**config.mk**
```make
export PLATFORM = sky130hd
export DESIGN_NAME = routine_sequencer
export DESIGN_NICKNAME = d
export VERILOG_FILES = /design/src/rtl/routine_pkg.sv /design/src/rtl/button_debouncer.sv /design/src/rtl/routine_sequencer.sv
export SDC_FILE = /design/constraint.sdc
export NUM_CORES = 1
export LEC_CHECK = 0
export CORE_ASPECT_RATIO = 1.2
export CORE_MARGIN = 1
export CORE_UTILIZATION = 30
export CTS_BUF_LIST = sky130_fd_sc_hd__clkbuf_8
export CTS_CLUSTER_DIAMETER = 150
export DETAILED_ROUTE_END_ITERATION = 8
export HOLD_SLACK_MARGIN = 0.05
export PLACE_DENSITY = 0.7
export SYNTH_ARGS = -nofsm -noshare
export SYNTH_HDL_FRONTEND = slang
export SYNTH_HIERARCHICAL = 1
export SYNTH_SLANG_ARGS = --single-unit
```
**constraint.sdc**
```tcl
create_clock -name Clock -period 3.75 [get_ports Clock]
set_input_delay 0.5625 -clock Clock [delete_from_list [all_inputs] [get_ports Clock]]
set_output_delay 0.5625 -clock Clock [all_outputs]
set_load 0.05 [all_outputs]
```
**src/rtl/routine_pkg.sv**
```systemverilog
// -----------------------------------------------------------------------------
// routine_pkg
//   Shared definitions for the light-routine sequencer. It holds the field
//   layout of the 47-bit routine bus, the blank segment pattern, the sequencer
//   state encoding and a small one-hot helper.
//   Bus layout: [46] done, [45:28] LEDs 17..0, [27:21] Disp3, [20:14] Disp2,
//               [13:7] Disp1, [6:0] Disp0.
// -----------------------------------------------------------------------------
package routine_pkg;

   localparam int ROUTINE_BUS_W = 47;
   localparam int NUM_ROUTINES  = 4;
   localparam int LED_W         = 18;
   localparam int HEX_W         = 7;

   localparam int DONE_BIT = 46;
   localparam int LED_HI   = 45;
   localparam int LED_LO   = 28;
   localparam int DISP3_HI = 27;
   localparam int DISP3_LO = 21;
   localparam int DISP2_HI = 20;
   localparam int DISP2_LO = 14;
   localparam int DISP1_HI = 13;
   localparam int DISP1_LO = 7;
   localparam int DISP0_HI = 6;
   localparam int DISP0_LO = 0;

   // Segments are active-low, so all ones turns every segment off.
   localparam logic [HEX_W-1:0] HEX_BLANK = 7'h7F;

   typedef enum logic [1:0] {
      S_INIT   = 2'd0,
      S_RUN    = 2'd1,
      S_SWITCH = 2'd2
   } seq_state_e;

   // Per-routine reset pattern that restarts only the routine at idx.
   function automatic logic [NUM_ROUTINES-1:0] onehot_sel(input logic [1:0] idx);
      onehot_sel = 4'b0001 << idx;
   endfunction

endpackage

```
**src/rtl/button_debouncer.sv**
```systemverilog
// -----------------------------------------------------------------------------
// button_debouncer
//   Synchronises a raw asynchronous pushbutton. It accepts a new level only
//   after DEBOUNCE_LEN identical consecutive samples. On an accepted press it
//   emits a single-cycle pulse, so a held button gives one pulse, and it re-arms
//   once a release has been accepted.
//   Ports:
//     Clock  in  system clock
//     Reset  in  synchronous, active-low reset (clears to "released")
//     Raw    in  raw button level, asynchronous, active-high
//     Pulse  out one-cycle pulse on an accepted press
// -----------------------------------------------------------------------------
module button_debouncer
   import routine_pkg::*;
#(
   parameter int DEBOUNCE_LEN = 4
) (
   input  logic Clock,
   input  logic Reset,
   input  logic Raw,
   output logic Pulse
);

   localparam int CNT_W = $clog2(DEBOUNCE_LEN + 1);

   logic             sync1_q;
   logic             sync2_q;
   logic             level_q;
   logic             pulse_q;
   logic [CNT_W-1:0] cnt_q;
   logic             accept_d;

   // The counter holds how many consecutive samples already disagreed with
   // the accepted level. This sample makes the count DEBOUNCE_LEN.
   assign accept_d = (sync2_q != level_q) && (cnt_q == CNT_W'(DEBOUNCE_LEN - 1));

   // NOTE: state is updated with non-blocking assignments so that every
   // register samples the values from before the clock edge, giving true flops.
   always_ff @(posedge Clock) begin
      if (!Reset) begin
         sync1_q <= 1'b0;
         sync2_q <= 1'b0;
         level_q <= 1'b0;
         pulse_q <= 1'b0;
         cnt_q   <= '0;
      end else begin
         sync1_q <= Raw;
         sync2_q <= sync1_q;
         pulse_q <= 1'b0;
         if (sync2_q == level_q) begin
            cnt_q <= '0;                 // any bounce back restarts the run
         end else if (accept_d) begin
            level_q <= sync2_q;
            cnt_q   <= '0;
            pulse_q <= sync2_q;          // only an accepted press produces a pulse
         end else begin
            cnt_q <= cnt_q + 1'b1;
         end
      end
   end

   assign Pulse = pulse_q;

endmodule

```
**src/rtl/routine_sequencer.sv**
```systemverilog
// -----------------------------------------------------------------------------
// routine_sequencer
//   Consumer end of four 47-bit light-routine buses. It shows one selected
//   routine on 18 red LEDs and four seven-segment displays. It moves to the
//   next routine after LOOPS_PER_ROUTINE done pulses (AutoMode) or on a
//   debounced Advance press, and blanks the outputs while it switches. It also
//   restarts each routine through RoutineReset so the routine begins at its
//   first frame.
//   Ports:
//     Clock, Reset            system clock, synchronous active-low reset
//     RoutineBus0..3  in  47  routine buses (done, LEDs, Disp3..Disp0)
//     Advance         in   1  raw pushbutton, asynchronous, active-high
//     AutoMode        in   1  1 = advance after LOOPS_PER_ROUTINE passes
//     RoutineReset    out  4  per-routine restart, active-high
//     RoutineSel      out  2  index of the routine being shown
//     LedRed          out 18  registered LED field
//     Hex3..Hex0      out  7  registered display fields, active-low
// -----------------------------------------------------------------------------
module routine_sequencer
   import routine_pkg::*;
#(
   parameter int LOOPS_PER_ROUTINE = 2,
   parameter int DEBOUNCE_LEN      = 4,
   parameter int BLANK_CYCLES      = 3
) (
   input  logic                     Clock,
   input  logic                     Reset,
   input  logic [ROUTINE_BUS_W-1:0] RoutineBus0,
   input  logic [ROUTINE_BUS_W-1:0] RoutineBus1,
   input  logic [ROUTINE_BUS_W-1:0] RoutineBus2,
   input  logic [ROUTINE_BUS_W-1:0] RoutineBus3,
   input  logic                     Advance,
   input  logic                     AutoMode,
   output logic [NUM_ROUTINES-1:0]  RoutineReset,
   output logic [1:0]               RoutineSel,
   output logic [LED_W-1:0]         LedRed,
   output logic [HEX_W-1:0]         Hex3,
   output logic [HEX_W-1:0]         Hex2,
   output logic [HEX_W-1:0]         Hex1,
   output logic [HEX_W-1:0]         Hex0
);

   localparam int CNT_W = $clog2(LOOPS_PER_ROUTINE + 1);
   localparam int BLK_W = $clog2(BLANK_CYCLES + 1);

   seq_state_e                state_q;
   logic [1:0]                sel_q;
   logic [CNT_W-1:0]          loop_cnt_q;
   logic [CNT_W-1:0]          loop_cnt_d;
   logic [BLK_W-1:0]          blank_cnt_q;
   logic [NUM_ROUTINES-1:0]   rreset_q;
   logic [LED_W-1:0]          led_q;
   logic [3:0][HEX_W-1:0]     hex_q;
   logic [ROUTINE_BUS_W-1:0]  bus_sel;
   logic                      adv_pulse;
   logic                      switch_d;

   button_debouncer #(
      .DEBOUNCE_LEN (DEBOUNCE_LEN)
   ) u_debouncer (
      .Clock (Clock),
      .Reset (Reset),
      .Raw   (Advance),
      .Pulse (adv_pulse)
   );

   // NOTE: every variable written here gets a default first, so no path
   // leaves it unassigned and no latch is inferred.
   always_comb begin
      bus_sel = RoutineBus0;
      unique case (sel_q)
         2'd0: bus_sel = RoutineBus0;
         2'd1: bus_sel = RoutineBus1;
         2'd2: bus_sel = RoutineBus2;
         2'd3: bus_sel = RoutineBus3;
         default: bus_sel = RoutineBus0;
      endcase
   end

   // The loop count saturates at LOOPS_PER_ROUTINE. With AutoMode off it can
   // sit there, and raising AutoMode then switches on the next edge.
   always_comb begin
      loop_cnt_d = loop_cnt_q;
      if (bus_sel[DONE_BIT] && (loop_cnt_q != CNT_W'(LOOPS_PER_ROUTINE))) begin
         loop_cnt_d = loop_cnt_q + 1'b1;
      end
      switch_d = adv_pulse || (AutoMode && (loop_cnt_d >= CNT_W'(LOOPS_PER_ROUTINE)));
   end

   always_ff @(posedge Clock) begin
      if (!Reset) begin
         state_q     <= S_INIT;
         sel_q       <= 2'd0;
         loop_cnt_q  <= '0;
         blank_cnt_q <= '0;
         rreset_q    <= '1;
         led_q       <= '0;
         hex_q       <= {4{HEX_BLANK}};
      end else begin
         unique case (state_q)
            S_INIT: begin
               state_q  <= S_RUN;
               rreset_q <= '0;
               led_q    <= '0;
               hex_q    <= {4{HEX_BLANK}};
            end
            S_RUN: begin
               if (switch_d) begin
                  state_q     <= S_SWITCH;
                  sel_q       <= sel_q + 2'd1;
                  rreset_q    <= onehot_sel(sel_q + 2'd1);
                  loop_cnt_q  <= '0;
                  blank_cnt_q <= BLK_W'(BLANK_CYCLES - 1);
                  led_q       <= '0;
                  hex_q       <= {4{HEX_BLANK}};
               end else begin
                  loop_cnt_q <= loop_cnt_d;
                  led_q      <= bus_sel[LED_HI:LED_LO];
                  hex_q      <= {bus_sel[DISP3_HI:DISP3_LO], bus_sel[DISP2_HI:DISP2_LO],
                                 bus_sel[DISP1_HI:DISP1_LO], bus_sel[DISP0_HI:DISP0_LO]};
               end
            end
            S_SWITCH: begin
               // The restart lasts one cycle. Done bits and presses seen here are dropped.
               rreset_q <= '0;
               if (blank_cnt_q == '0) begin
                  // Load the new routine on the last blank cycle, so the
                  // outputs stay blank for exactly BLANK_CYCLES cycles.
                  state_q <= S_RUN;
                  led_q   <= bus_sel[LED_HI:LED_LO];
                  hex_q   <= {bus_sel[DISP3_HI:DISP3_LO], bus_sel[DISP2_HI:DISP2_LO],
                              bus_sel[DISP1_HI:DISP1_LO], bus_sel[DISP0_HI:DISP0_LO]};
               end else begin
                  blank_cnt_q <= blank_cnt_q - 1'b1;
               end
            end
            default: begin
               state_q  <= S_INIT;
               rreset_q <= '1;
            end
         endcase
      end
   end

   assign RoutineReset = rreset_q;
   assign RoutineSel   = sel_q;
   assign LedRed       = led_q;
   assign Hex3         = hex_q[3];
   assign Hex2         = hex_q[2];
   assign Hex1         = hex_q[1];
   assign Hex0         = hex_q[0];

endmodule

```
==> qor.txt <==
Clock slew seen by the registers of the worst setup and hold paths - 0.08 ns
CP required - 3.98 ns
XOR/XNOR Fraction of Synth Area - 0.2464%
Seq pwr share - 32.2%
Non-Filler Instances - 791
# DRC - 0
All-layer global routing usage - 20.85%
Fmax - 321.7 MHz
CTS buffer count - 9
Comb power frac - 39.3%
Nets - 836
Worst R2R Setup Slack - 0.64 ns
Final Hold Viols - 0
Run status - complete, no violations
Slowest stage delay, CP - 0.83 ns
Clk network pwr share - 28.6%
Setup TNS Final - 0 ns
Delay-heaviest family, CP - compound AO/OA/AOI/OAI gates
Antenna-violating nets left - 0
RSZ-0062 raised after global routing - false
IO Port Bufs - 243
Global-route wire length before repair - 19730 um
Worst setup SP type - register
Post-CTS sizing - 0
Mean Syn Cell Area - 8.777 sq um
Placeable Area - 0.01157 sq mm
Worst VDD drop - 0.0002101 V
Post-synthesis cell type count - 46
Worst Max-Slew Pin Slew - 1.160 ns
Initial antenna violation count - 0
P_int - 0.001649 W
Crit-path cells - inv_1, ha_2, a22o_1, o211ai_1, nor3_1, o21bai_4, o22a_1
Largest family of logic cells by synthesized area - compound AO/OA/AOI/OAI gates
Worst Hold Launch - u_debouncer/cnt_q[0]$_SDFF_PP0_
Final wirelength - 13140 um
Crit path DAT - 3.34 ns
Yosys warns - 6
Fin Hold WS - 0.4367 ns
Yosys top cell area share - 36.61%
Hold path depth - 1
Largest net degree at the start of global routing - 81
Syn Inst Count - 405
Most frequent cells after synthesis - dfxtp_1, nor2_1, a222oi_1
Detailed Place HPWL - 9946 um
Avg WL per Cell - 16.61 um
Layout area overhead - 78.28%
Vias in the first global route - 4058
Initial Util - 30.73%
CTS Hold Bufs - 0
GRT overflow - 0
Hold Path End - u_debouncer/cnt_q[0]$_SDFF_PP0_
Compound-Gate Fraction of Synth Area - 38.93%
Worst rel slew slack - 22.63%
Slew Limit Fails - 0
Max-cap viol count - 0
PnR worst setup slack - 0.6415 ns
Top-count cell post-synth - dfxtp_1
Adder-cell share of the synthesized area - 5.280%
Worst r2r path cells - 7
# rows - 43
Crit path kind - register to register
Worst min path class - register to register
CTS tree - done
Starting DRT DRC Count - 335
Tmin final - 3.108 ns
Routed via count - 4195
Gpl congestion - 0.7982
Yosys reg bits - 65
Die Wd - 101.4 um
P_sw - 0.0008782 W
Reg-to-reg endpoint - Hex1[3]$_SDFFE_PN1P_
Die height - 121.2 um
Setup WS pre-CTS - 0.6248 ns
Fin crit share - 82.89%
Reg-to-Reg Start - RoutineSel[0]$_SDFFE_PN0P_
Seq/Total Area, Yosys - 36.61%
Top_reg_cell synth - dfxtp_1
Top cell type by total area after synthesis - dfxtp_1
I/O pin count - 244
Skew-Pair Late Insertion Delay - 0.34 ns
Switching Fraction - 34.75%
Vias per cell - 5.303
Total die area - 0.01229 sq mm
Buf+Inv Stages, Crit Path - 1
Placed insts - 775
Fraction of layout cells with a size suffix above 1 - 5.521%
CP Max Fanout - 47
Setup violators final - 0
Number of diodes - 0
Simple-Gate Fraction of Synth Area - 12.92%
CP max-delay cell - ha_2
EDFF count, synth - 0
CTS Buffer Depth - 2
Power Density - 398.7 mW/mm^2
Async set-reset flop share out of synthesis - 0%
Top post-synthesis cells by area - dfxtp_1, a222oi_1, o22a_1
Mux cell area share after synthesis - 0.8448%
Lkg Pwr - 2.262 nW
Post-CTS Setup Inserts - 0
Endpoint type of the worst setup path - register
Clk sink count - 65
Skew final - 0.007736 ns
Synth Cell Area - 0.003555 sq mm
Post-Syn Nets - 612
1st-pass router iterations - 6
Root buf cell - clkbuf_8
Depth of the CTS H-tree - 3
routing by layer:
metal	track usage [%]	wire, um	vias to the layer above
li1	-	-	2040
met1	23.70	5126	1951
met2	36.44	6737	182
met3	5.069	992	22
met4	9.420	283	0
met5	0	0	-
state kept, by name, summed over array words and instances, names as in the netlist:
register	count
LedRed	18
Hex0	7
Hex1	7
Hex2	7
Hex3	7
RoutineReset	4
u_debouncer/cnt_q	3
RoutineSel	2
blank_cnt_q	2
loop_cnt_q	2
state_q	2
u_debouncer/Pulse	1
u_debouncer/level_q	1
u_debouncer/sync1_q	1
u_debouncer/sync2_q	1
metrics by stage:
step / instance area [sq um] / util, % / power, W
6_report: 6337 / 54.79 / 0.002527
5_1_grt: 6337 / 54.79 / 0.002656
4_1_cts: 6337 / 54.79 / 0.002548
3_5_place_dp: 6095 / 52.69 / 0.001822
3_3_place_gp: 6095 / 52.69 / 0.001808
2_1_floorplan: 3555 / - / 0.001396
power by group through the flow:
| stage | logic [W] | clock network, W | registers (W) |
|---|---|---|---|
| after CTS | 0.000998 | 0.000737 | 0.000812 |
| after floorplan | 0.000345 | 0 | 0.00105 |
| final | 0.000993 | 0.000722 | 0.000812 |
| after global placement | 0.000983 | 0 | 0.000825 |
| after detailed placement | 0.000994 | 0 | 0.000828 |
| after global routing | 0.00106 | 0.000780 | 0.000821 |
cells in the final DEF (no fill, tap or decap), types with 3 or more instances in the layout:
cell / netlist / routed
buf_4: 0 / 5
inv_1: 11 / 12
a21oi_1: 31 / 31
nor2_1: 60 / 59
clkdlybuf4s50_1: 0 / 243
dfxtp_1: 65 / 65
nor2b_1: 3 / 3
nand3_1: 5 / 5
a22o_1: 19 / 19
a222oi_1: 46 / 46
ha_1: 15 / 11
o21ai_0: 22 / 22
mux2i_1: 3 / 3
and2_1: 3 / 3
a221o_1: 3 / 3
nand2_1: 25 / 25
ha_2: 0 / 4
o22a_1: 28 / 28
clkbuf_8: 0 / 9
bufinv_16: 0 / 3
area by class of cell:
type	count	area (sq um)
Tap cell	157	196.4
Inverter	11	41.29
Clock buffer	9	123.9
Timing Repair Buffer	248	2470
Sequential cell	65	1301
Multi-Input combinational cell	294	2086
Fill cell	1093	5230
Clock inverter	7	118.9
worst max path at each step:
| stage | from | to | slack, ns | cells after the start |
|---|---|---|---|---|
| after CTS | RoutineSel[0]$_SDFFE_PN0P_ | Hex1[3]$_SDFFE_PN1P_ | 0.61 | 7 |
| after detailed placement | RoutineSel[0]$_SDFFE_PN0P_ | Hex1[3]$_SDFFE_PN1P_ | 0.62 | 7 |
| final | RoutineSel[0]$_SDFFE_PN0P_ | Hex1[3]$_SDFFE_PN1P_ | 0.64 | 7 |
| after global placement | RoutineSel[0]$_SDFFE_PN0P_ | Hex0[4]$_SDFFE_PN1P_ | 0.80 | 7 |
| after floorplan | RoutineSel[0]$_SDFFE_PN0P_ | Hex1[0]$_SDFFE_PN1P_ | 1.16 | 8 |
| after global routing | RoutineSel[0]$_SDFFE_PN0P_ | Hex0[6]$_SDFFE_PN1P_ | 0.37 | 7 |
logic make-up after synthesis:
| kind of cell | after synthesis |
|---|---|
| AO/OA/AOI/OAI | 169 |
| XOR/XNOR | 1 |
| adder cells (fa/ha/maj) | 15 |
| buffers and inverters | 46 |
| flip-flops | 65 |
| multiplexers | 3 |
| AND/OR/NAND/NOR | 106 |
Note: power is estimated with default switching activity, not from simulation.
